### config.mk
export PLATFORM = sky130hd
export DESIGN_NAME = jump_sequencer_flat
export DESIGN_NICKNAME = d
export VERILOG_FILES = /design/src/rtl/jump_pkg.sv /design/src/rtl/jump_sequencer_if.sv /design/src/rtl/roll_sync_edge.sv /design/src/rtl/jump_sequencer.sv /design/src/flat_wrapper.sv
export SDC_FILE = /design/constraint.sdc
export NUM_CORES = 1
export LEC_CHECK = 0
export ABC_CLOCK_PERIOD_IN_PS = 5300
export CAP_MARGIN = 5
export CELL_PAD_IN_SITES_DETAIL_PLACEMENT = 0
export CELL_PAD_IN_SITES_GLOBAL_PLACEMENT = 1
export CORE_MARGIN = 3
export CORE_UTILIZATION = 45
export CTS_CLUSTER_DIAMETER = 40
export DETAILED_ROUTE_END_ITERATION = 8
export PLACE_DENSITY = 0.79
export SYNTH_ARGS = -nofsm -noshare
export SYNTH_HDL_FRONTEND = slang
export SYNTH_SLANG_ARGS = --single-unit
### constraint.sdc
create_clock -name sys_clk -period 5.3 [get_ports sys_clk]
set_clock_uncertainty 0.2 [all_clocks]
set_input_delay 1.06 -clock sys_clk [delete_from_list [all_inputs] [get_ports sys_clk]]
set_output_delay 1.06 -clock sys_clk [all_outputs]
set_load 0.02 [all_outputs]
### src/rtl/jump_pkg.sv
// ---------------------------------------------------------------------------
// jump_pkg
// Shared definitions for the jump initiator: FSM state encoding, datapath
// widths, LFSR tap mask and small helper functions.
// ---------------------------------------------------------------------------
package jump_pkg;

  localparam int POS_W   = 3;
  localparam int DELTA_W = 4;
  localparam int LFSR_W  = 8;

  // Right-shifting Galois form of x^8+x^6+x^5+x^4+1.
  localparam logic [LFSR_W-1:0] LFSR_TAPS = 8'hB8;

  typedef enum logic [1:0] {
    IDLE     = 2'd0,
    ROLL     = 2'd1,
    ISSUE    = 2'd2,
    COOLDOWN = 2'd3
  } state_e;

  function automatic logic [LFSR_W-1:0] lfsr_next(input logic [LFSR_W-1:0] s);
    return s[0] ? ((s >> 1) ^ LFSR_TAPS) : (s >> 1);
  endfunction

  // A zero jump would be a wasted turn, so it is promoted to one step.
  function automatic logic [DELTA_W-1:0] nonzero_delta(input logic [DELTA_W-1:0] d);
    return (d == '0) ? DELTA_W'(1) : d;
  endfunction

endpackage

### src/rtl/jump_sequencer_if.sv
// ---------------------------------------------------------------------------
// jump_sequencer_if
// The delta/enable_jump jump interface between the initiator (master) and
// the board-position counter (slave).
//   delta       : jump distance, stable for the whole strobe window
//   enable_jump : one-cycle strobe; the receiver adds delta on this edge
// ---------------------------------------------------------------------------
interface jump_sequencer_if;
  import jump_pkg::*;

  logic [DELTA_W-1:0] delta;
  logic               enable_jump;

  modport master (output delta, output enable_jump);
  modport slave  (input  delta, input  enable_jump);
endinterface

### src/rtl/roll_sync_edge.sv
// ---------------------------------------------------------------------------
// roll_sync_edge
// Two-flop synchroniser for the asynchronous roll button followed by a
// rising-edge detector.
//   sys_clk     : system clock
//   clr_n       : asynchronous active-low reset
//   roll_i      : raw asynchronous button level
//   roll_edge_o : one-cycle pulse per synchronised rising edge
// ---------------------------------------------------------------------------
module roll_sync_edge (
  input  logic sys_clk,
  input  logic clr_n,
  input  logic roll_i,
  output logic roll_edge_o
);

  // [0] and [1] are the synchroniser stages, [2] holds the previous level.
  logic [2:0] sync_q;

  // NOTE: sequential state uses <= so every flop samples the pre-edge
  // value of its neighbour; = here would collapse the chain into one flop.
  always_ff @(posedge sys_clk or negedge clr_n) begin
    if (!clr_n) begin
      sync_q <= '0;
    end else begin
      sync_q <= {sync_q[1:0], roll_i};
    end
  end

  assign roll_edge_o = sync_q[1] & ~sync_q[2];

endmodule

### src/rtl/jump_sequencer.sv
// ---------------------------------------------------------------------------
// jump_sequencer
// Initiator side of the jump interface. A rising edge on roll_req becomes a
// non-zero jump distance and a single-cycle enable_jump strobe, followed by
// a fixed cooldown. A shadow copy of the board position is kept with the
// same modulo-8 arithmetic as the position counter.
//
// Parameters:
//   COOLDOWN_CYC : cycles spent in COOLDOWN after each strobe (1..255)
//   LFSR_SEED    : non-zero LFSR reset value
//
// Ports:
//   sys_clk     : system clock, rising edge
//   clr_n       : asynchronous active-low reset
//   roll_req    : asynchronous button level; a rising edge requests a jump
//   fixed_delta : distance source (only when FIXED_DELTA_EN is defined)
//   jmp         : master side of jump_sequencer_if (delta, enable_jump)
//   busy        : high whenever the FSM is not in IDLE
//   shadow_pos  : mirror of the board position, modulo 8
//   jump_count  : strobes issued, saturating at 255
//
// Build option: FIXED_DELTA_EN -- when defined, ROLL captures fixed_delta
// instead of the LFSR nibble (the LFSR keeps running).
// ---------------------------------------------------------------------------
module jump_sequencer
  import jump_pkg::*;
#(
  parameter int                COOLDOWN_CYC = 8,
  parameter logic [LFSR_W-1:0] LFSR_SEED    = 8'hA5
) (
  input  logic               sys_clk,
  input  logic               clr_n,
  input  logic               roll_req,
`ifdef FIXED_DELTA_EN
  input  logic [DELTA_W-1:0] fixed_delta,
`endif
  jump_sequencer_if.master   jmp,
  output logic               busy,
  output logic [POS_W-1:0]   shadow_pos,
  output logic [7:0]         jump_count
);

  localparam logic [7:0] CD_LOAD = 8'(COOLDOWN_CYC - 1);

  logic               roll_edge;
  logic [LFSR_W-1:0]  lfsr_q, lfsr_d;
  logic [DELTA_W-1:0] raw_delta;

  state_e             state_q;
  logic [DELTA_W-1:0] delta_q;
  logic               enable_q;
  logic               busy_q;
  logic [POS_W-1:0]   shadow_q;
  logic [7:0]         count_q;
  logic [7:0]         cd_q;

  roll_sync_edge u_sync (
    .sys_clk     (sys_clk),
    .clr_n       (clr_n),
    .roll_i      (roll_req),
    .roll_edge_o (roll_edge)
  );

  // Free-running in every state so the distance depends on when the
  // player presses, not just how many times.
  // NOTE: combinational blocks assign every output on every path; a
  // missing assignment would infer a latch.
  always_comb begin
    lfsr_d = lfsr_next(lfsr_q);
  end

  always_ff @(posedge sys_clk or negedge clr_n) begin
    if (!clr_n) begin
      lfsr_q <= LFSR_SEED;
    end else begin
      lfsr_q <= lfsr_d;
    end
  end

`ifdef FIXED_DELTA_EN
  assign raw_delta = fixed_delta;
`else
  assign raw_delta = lfsr_q[DELTA_W-1:0];
`endif

  // All FSM outputs are registered here so the strobe and distance leave
  // the block glitch-free and drop asynchronously with clr_n.
  always_ff @(posedge sys_clk or negedge clr_n) begin
    if (!clr_n) begin
      state_q  <= IDLE;
      delta_q  <= '0;
      enable_q <= 1'b0;
      busy_q   <= 1'b0;
      shadow_q <= '0;
      count_q  <= '0;
      cd_q     <= '0;
    end else begin
      enable_q <= 1'b0;
      case (state_q)
        IDLE: begin
          // Edges seen in any other state are intentionally dropped.
          if (roll_edge) begin
            state_q <= ROLL;
            busy_q  <= 1'b1;
          end
        end
        ROLL: begin
          delta_q  <= nonzero_delta(raw_delta);
          enable_q <= 1'b1;
          state_q  <= ISSUE;
        end
        ISSUE: begin
          // Only the low bits matter: the board wraps modulo 8, so a
          // distance of 8 leaves the position unchanged.
          shadow_q <= shadow_q + delta_q[POS_W-1:0];
          if (count_q != 8'hFF) begin
            count_q <= count_q + 8'd1;
          end
          cd_q    <= CD_LOAD;
          state_q <= COOLDOWN;
        end
        COOLDOWN: begin
          if (cd_q == 8'd0) begin
            state_q <= IDLE;
            delta_q <= '0;
            busy_q  <= 1'b0;
          end else begin
            cd_q <= cd_q - 8'd1;
          end
        end
        default: state_q <= IDLE;
      endcase
    end
  end

  assign jmp.delta       = delta_q;
  assign jmp.enable_jump = enable_q;
  assign busy            = busy_q;
  assign shadow_pos      = shadow_q;
  assign jump_count      = count_q;

endmodule

### src/flat_wrapper.sv
// flat-port wrapper written by rule: the top's interface ports become plain ports
module jump_sequencer_flat import jump_pkg::*;
#(
  parameter int                COOLDOWN_CYC = 8,
  parameter logic [LFSR_W-1:0] LFSR_SEED    = 8'hA5
)
  (sys_clk, clr_n, roll_req, busy, shadow_pos, jump_count, jmp_delta, jmp_enable_jump);
  jump_sequencer_if jmp_i ();
  input  logic sys_clk;
  input  logic clr_n;
  input  logic roll_req;
  output logic busy;
  output logic [POS_W-1:0] shadow_pos;
  output logic [7:0] jump_count;
  output wire logic [$bits(jmp_i.delta)-1:0] jmp_delta;
  output wire logic [$bits(jmp_i.enable_jump)-1:0] jmp_enable_jump;
  assign jmp_delta = jmp_i.delta;
  assign jmp_enable_jump = jmp_i.enable_jump;
  jump_sequencer #(.COOLDOWN_CYC(COOLDOWN_CYC), .LFSR_SEED(LFSR_SEED)) u_core (.sys_clk(sys_clk), .clr_n(clr_n), .roll_req(roll_req), .jmp(jmp_i), .busy(busy), .shadow_pos(shadow_pos), .jump_count(jump_count));
endmodule
======== Yosys cells after proc, flatten, opt, wreduce, memory -nomap -nowiden ========
Index checks and enable logic that the tools add are counted.
Widths: inputs -> output; s select.
storage, ports and cells
  flip-flop bits (word level) ............. 38
  bits in latches ......................... 0
  memory bits (writable) .................. 0
  bits in read-only memories .............. 0
  input bits .............................. 3
  output and inout port bits .............. 17
  word-level logic and storage cells ...... 46
  memories ................................ 0
cells by class
  add/subtract/negate cells ............... 3
  multiply operators ...................... 0
  div/mod/pow operators ................... 0
  $lt $le $gt $ge ......................... 0
  eq/ne operators ......................... 7
  shifts and indexed selects .............. 0
  muxes and demuxes ....................... 13
  bitwise gates (word level) .............. 3
  reduce and logical (&&, ||, !) cells .... 11
operators by type and width
  kind                 count
  $mux 8               2
  $pmux 8 s2           1
  $add 8x1->8 const B  1
  $logic_not 8->1      1
  $mux 4               2
  $ne 8x8->1 const B   1
  $pmux 2 s4           1
  $pmux 4 s2           1
  $reduce_and 2->1     4
  $sub 8x1->8 const B  1
  $reduce_bool 2->1    3
  $eq 2x2->1 const B   2
  $logic_not 4->1      1
  $mux 2               2
  $ne 2x1->1 const B   2
  $not 3->4            1
  $add 3x3->3          1
  $mux 1               3
  $reduce_and 3->1     1
  $eq 2x1->1 const B   1
  $logic_not 2->1      1
  $ne 2x2->1 const B   1
  $pmux 1 s2           1
  $and 1x1->1          1
  $not 1->1            1

======== Longest topological paths before layout ========
  word-level depth ........................ 4
  gate-level depth with buffers ........... 7
  depth with buffers taken out ............ 6

======== Modules after synthesis ========
Synthesis repeated with hierarchy kept, for this count alone.
unflattened totals
  cells, all modules ...................... 152
  area, all modules ....................... 1793.0 sq um
by module, submodules not included
  module          instances  cells an instance  area an instance (sq um)  seq. area each (sq um)
  jump_sequencer  1          148                1704.1                    880.8
  roll_sync_edge  1          4                  88.8                      75.1

======== Worst setup path after synthesis ========
No wires, ideal clock.
  path type ............................... flip-flop to flip-flop
  start ................................... reg u_core.cd_q[0]
  end ..................................... reg u_core.state_q[1]
  library setup time ...................... 125 ps
  arrival time ............................ 1970 ps
  data required time ...................... 4975 ps
  slack ................................... 3005 ps
  cell stages (with the launch flop) ...... 7
  path buffers ............................ 0
  period minus slack after synthesis ...... 2295 ps
  cells stage by stage .................... dfrtp_1 inv_1 ha_1 or4b_4 o41ai_4 nand2_4 mux2_4
on the way
  word-level cells in the longest chain between the ends .. 3
ends and longest elaborated chain
  element                            line                   source
  from (decl)                        jump_sequencer.sv:55   logic [7:0] cd_q;
  from (signal assigned)             jump_sequencer.sv:128  cd_q <= cd_q - 8'd1;
  $logic_not 8->1                    jump_sequencer.sv:123  if (cd_q == 8'd0) begin
  $ne 2x1->1 (no source line)        -
  $reduce_and 2->1 (no source line)  -
  to (signal assigned)               jump_sequencer.sv:120  state_q <= COOLDOWN;
  to (signal assigned)               jump_sequencer.sv:124  state_q <= IDLE;
  to (signal assigned)               jump_sequencer.sv:131  default: state_q <= IDLE;
  to (decl)                          jump_sequencer.sv:49   state_e state_q;
Every way passes these cells.
A chain may end at the register's enable or synchronous reset.

======== Worst setup path after layout ========
  start ................................... reg u_core.count_q[3], in the netlist u_core.jump_count[3]
  end ..................................... out jump_count[3]
RTL lines
  element                 line                   source
  from (decl)             jump_sequencer.sv:54   logic [7:0] count_q;
  from (signal assigned)  jump_sequencer.sv:117  count_q <= count_q + 8'd1;
  to (decl)               flat_wrapper.sv:14     output logic [7:0] jump_count;
No word-level cell between the ends.

==> metrics.txt <==
outcome=finished, final reports clean; final instance area=0.002091 sq mm; Area growth syn-to-layout=21.70%; crit path kind=flip-flop to output pin; Die Ht=67.79 um; sequential fraction of the synthesis area=55.64%; CTS sink cnt=38; crit share post-route=49.99%; Initial Util=49.16%; Main synth FF type=dfrtp_1; number of I/O port buffers=19; # resized after CTS=0; nets@finish=182; Seq. cell area=955.9 sq um; RSZ-0062 raised after global routing=false; Max FO, Critical Path=6; die area=0.004595 sq mm; GPL Wtd Cong=0.8426; critical path, cell by cell=clkdlybuf4s50_1; vias in the first global route=1211; CTS Root Cell=clkbuf_8; Final min period=2.649 ns; Worst IR Drop VDD=0.3263 mV; die width=67.79 um; Inst Count DP=209; min-delay worst type=flip-flop to flip-flop; Detailed Route Iter0 Violations=128; footprint of the multi-input gates=720.7 sq um; CP required=4.04 ns; final WL=3354 um; Post-CTS Setup Inserts=0; Global Route Usage Sum=17.07%; first-pass GRT wire length=5754 um; setup_tns=0 ns; number of fill cells=289; post-DP HPWL=2268 um; cell taking the most area after synthesis=dfrtp_1; area share of the largest cell type after synthesis=49.53%; post-synthesis register bit count=38; Syn Inst Count=146; CTS tree=done; clock buffer depth=2; setup violators final=0; Critical Path Sink Type=output pin; ys async rst share=100.0%; Static Leak=0.9287 nW; final setup margin=2.651 ns; final hold viol count=0; Startpoint Class=flip-flop; via/cell ratio=5.341; number of antenna violations at the first check in global routing=0; Core ar.=0.003495 sq mm; Post-CTS Hold Buffers=0; non-filler cells, final=217; CP arrival=1.39 ns; delay-heaviest family, CP=buffers and inverters; CTS Buf Count=5; DRC=0; WP buf/inv=1; Critical Path Max Stage Delay=0.65 ns; pre-CTS setup slack=2.822 ns; top post-synthesis cells by area=dfrtp_1, dfstp_2, ha_1; ANT cells=0; I/O Pins=20; Max Clock Freq=377.5 MHz; commonest non-fill, non-tap cell in the layout=dfrtp_1; Mapped Area=0.001718 sq mm; maximum capacitance violations=0; commonest cells after routing, fill and taps aside=dfrtp_1, clkdlybuf4s50_1, nand2_1; pin count of the biggest net entering global routing=39; Synth warnings=0; CP max stage cell=clkdlybuf4s50_1; H-tree levels=2; Pins Over Slew Limit=0; ANT nets after route=0; Power Dens Cells=553.5 mW/mm^2; Syn Area/Cell=11.77 sq um; clk slew on worst S/H paths=0.07 ns; Post-DP Area=0.001953 sq mm; share of layout cells above drive strength 1=12.87%; Design Power=1.157 mW; total gr overflow=0; net count after synthesis=158; Clock Latency Late Sink=0.30 ns; Distinct cells, synth=35; Vias=1159; Post-synth EDFFs=0; Site Rows=21; TritonRoute pass-1 iters=4; drt wl/cell=15.46 um; Slew @ Worst Pin=0.8321 ns; headroom to the max-slew limit=44.53%
==> cells in the mapped netlist, types with 4 or more instances <==
master and count:
dfstp_2 4, dfrtp_1 34, mux2i_1 5, nor3_1 7, o22ai_1 4, nand3_1 6, inv_1 9, nor2_1 6
a21oi_1 5, xnor2_1 4, xor2_1 7, ha_1 8, nand2_1 16
==> layer usage <==
metal  wire length, um  track usage, %  vias to the layer above  share of wire [%]
li1                  -               -                      561                  -
met1              1481           22.13                      561                 44
met2              1663           27.10                       31                 50
met3               157           5.158                        6                4.7
met4                51           5.955                        0                1.5
met5                 0               0                        -                  0
==> flip-flops by register name, summed over array words and instances, names as in the netlist <==
name / cells
u_core.u_sync.sync_q: 3
u_core.jump_count: 8
u_core.lfsr_q: 8
u_core.jmp.delta: 4
u_core.cd_q: 8
u_core.jmp.enable_jump: 1
u_core.busy: 1
u_core.shadow_pos: 3
u_core.state_q: 2
==> stage by stage <==
step / hold slack (ns) / util (%)
after floorplan: 0.1312 / -
after detailed placement: 0.1412 / 55.89
after global routing: 0.1712 / 59.83
after global placement: 0.1341 / 55.89
final: 0.1552 / 59.83
after CTS: 0.1584 / 59.83
==> area by class of cell <==
cell class	instances	area share [%]
Clock buffer	5	3.291
Clock inverter	3	3.291
Inverter	9	1.616
Multi-Input combinational cell	97	34.47
Sequential cell	38	45.72
Tap cell	46	2.753
Timing Repair Buffer	19	8.857
==> report_power, final <==
group	total [mW]	internal, mW	switching [mW]
Clock	0.296	0.189	0.108
Sequential	0.427	0.355	0.0715
Combinational	0.434	0.199	0.235
==> final timing paths <==
| path | start | endpoint | slack, ns | depth (start not counted) |
|---|---|---|---|---|
| max reg2reg | u_core.cd_q[0]$_DFFE_PN0P_ | u_core.jmp.delta[2]$_DFFE_PN0P_ | 2.83 | 6 |
| max in group asynchronous | clr_n | u_core.cd_q[3]$_DFFE_PN0P_ | 3.70 | 1 |
| max | u_core.jump_count[3]$_DFFE_PN0P_ | jump_count[3] | 2.65 | 1 |
| min | u_core.u_sync.sync_q[0]$_DFF_PN0_ | u_core.u_sync.sync_q[1]$_DFF_PN0_ | 0.16 | 0 |
| min reg2reg | u_core.u_sync.sync_q[0]$_DFF_PN0_ | u_core.u_sync.sync_q[1]$_DFF_PN0_ | 0.16 | 0 |
| min in group asynchronous | clr_n | u_core.cd_q[4]$_DFFE_PN0P_ | 0.66 | 1 |
==> cell families (layout without fill, tap and decap cells) <==
logic type / Yosys count / count (layout) / share of synthesized area, %
flip-flops: 38 / 38 / 55.64
XOR/XNOR: 11 / 11 / 5.608
adder cells (fa/ha/maj): 9 / 9 / 6.992
AND/OR/NAND/NOR: 46 / 46 / 14.28
AO/OA/AOI/OAI: 22 / 22 / 9.322
buffers and inverters: 11 / 36 / 2.404
multiplexers: 9 / 9 / 5.754
(Power assumes the default switching activity.)
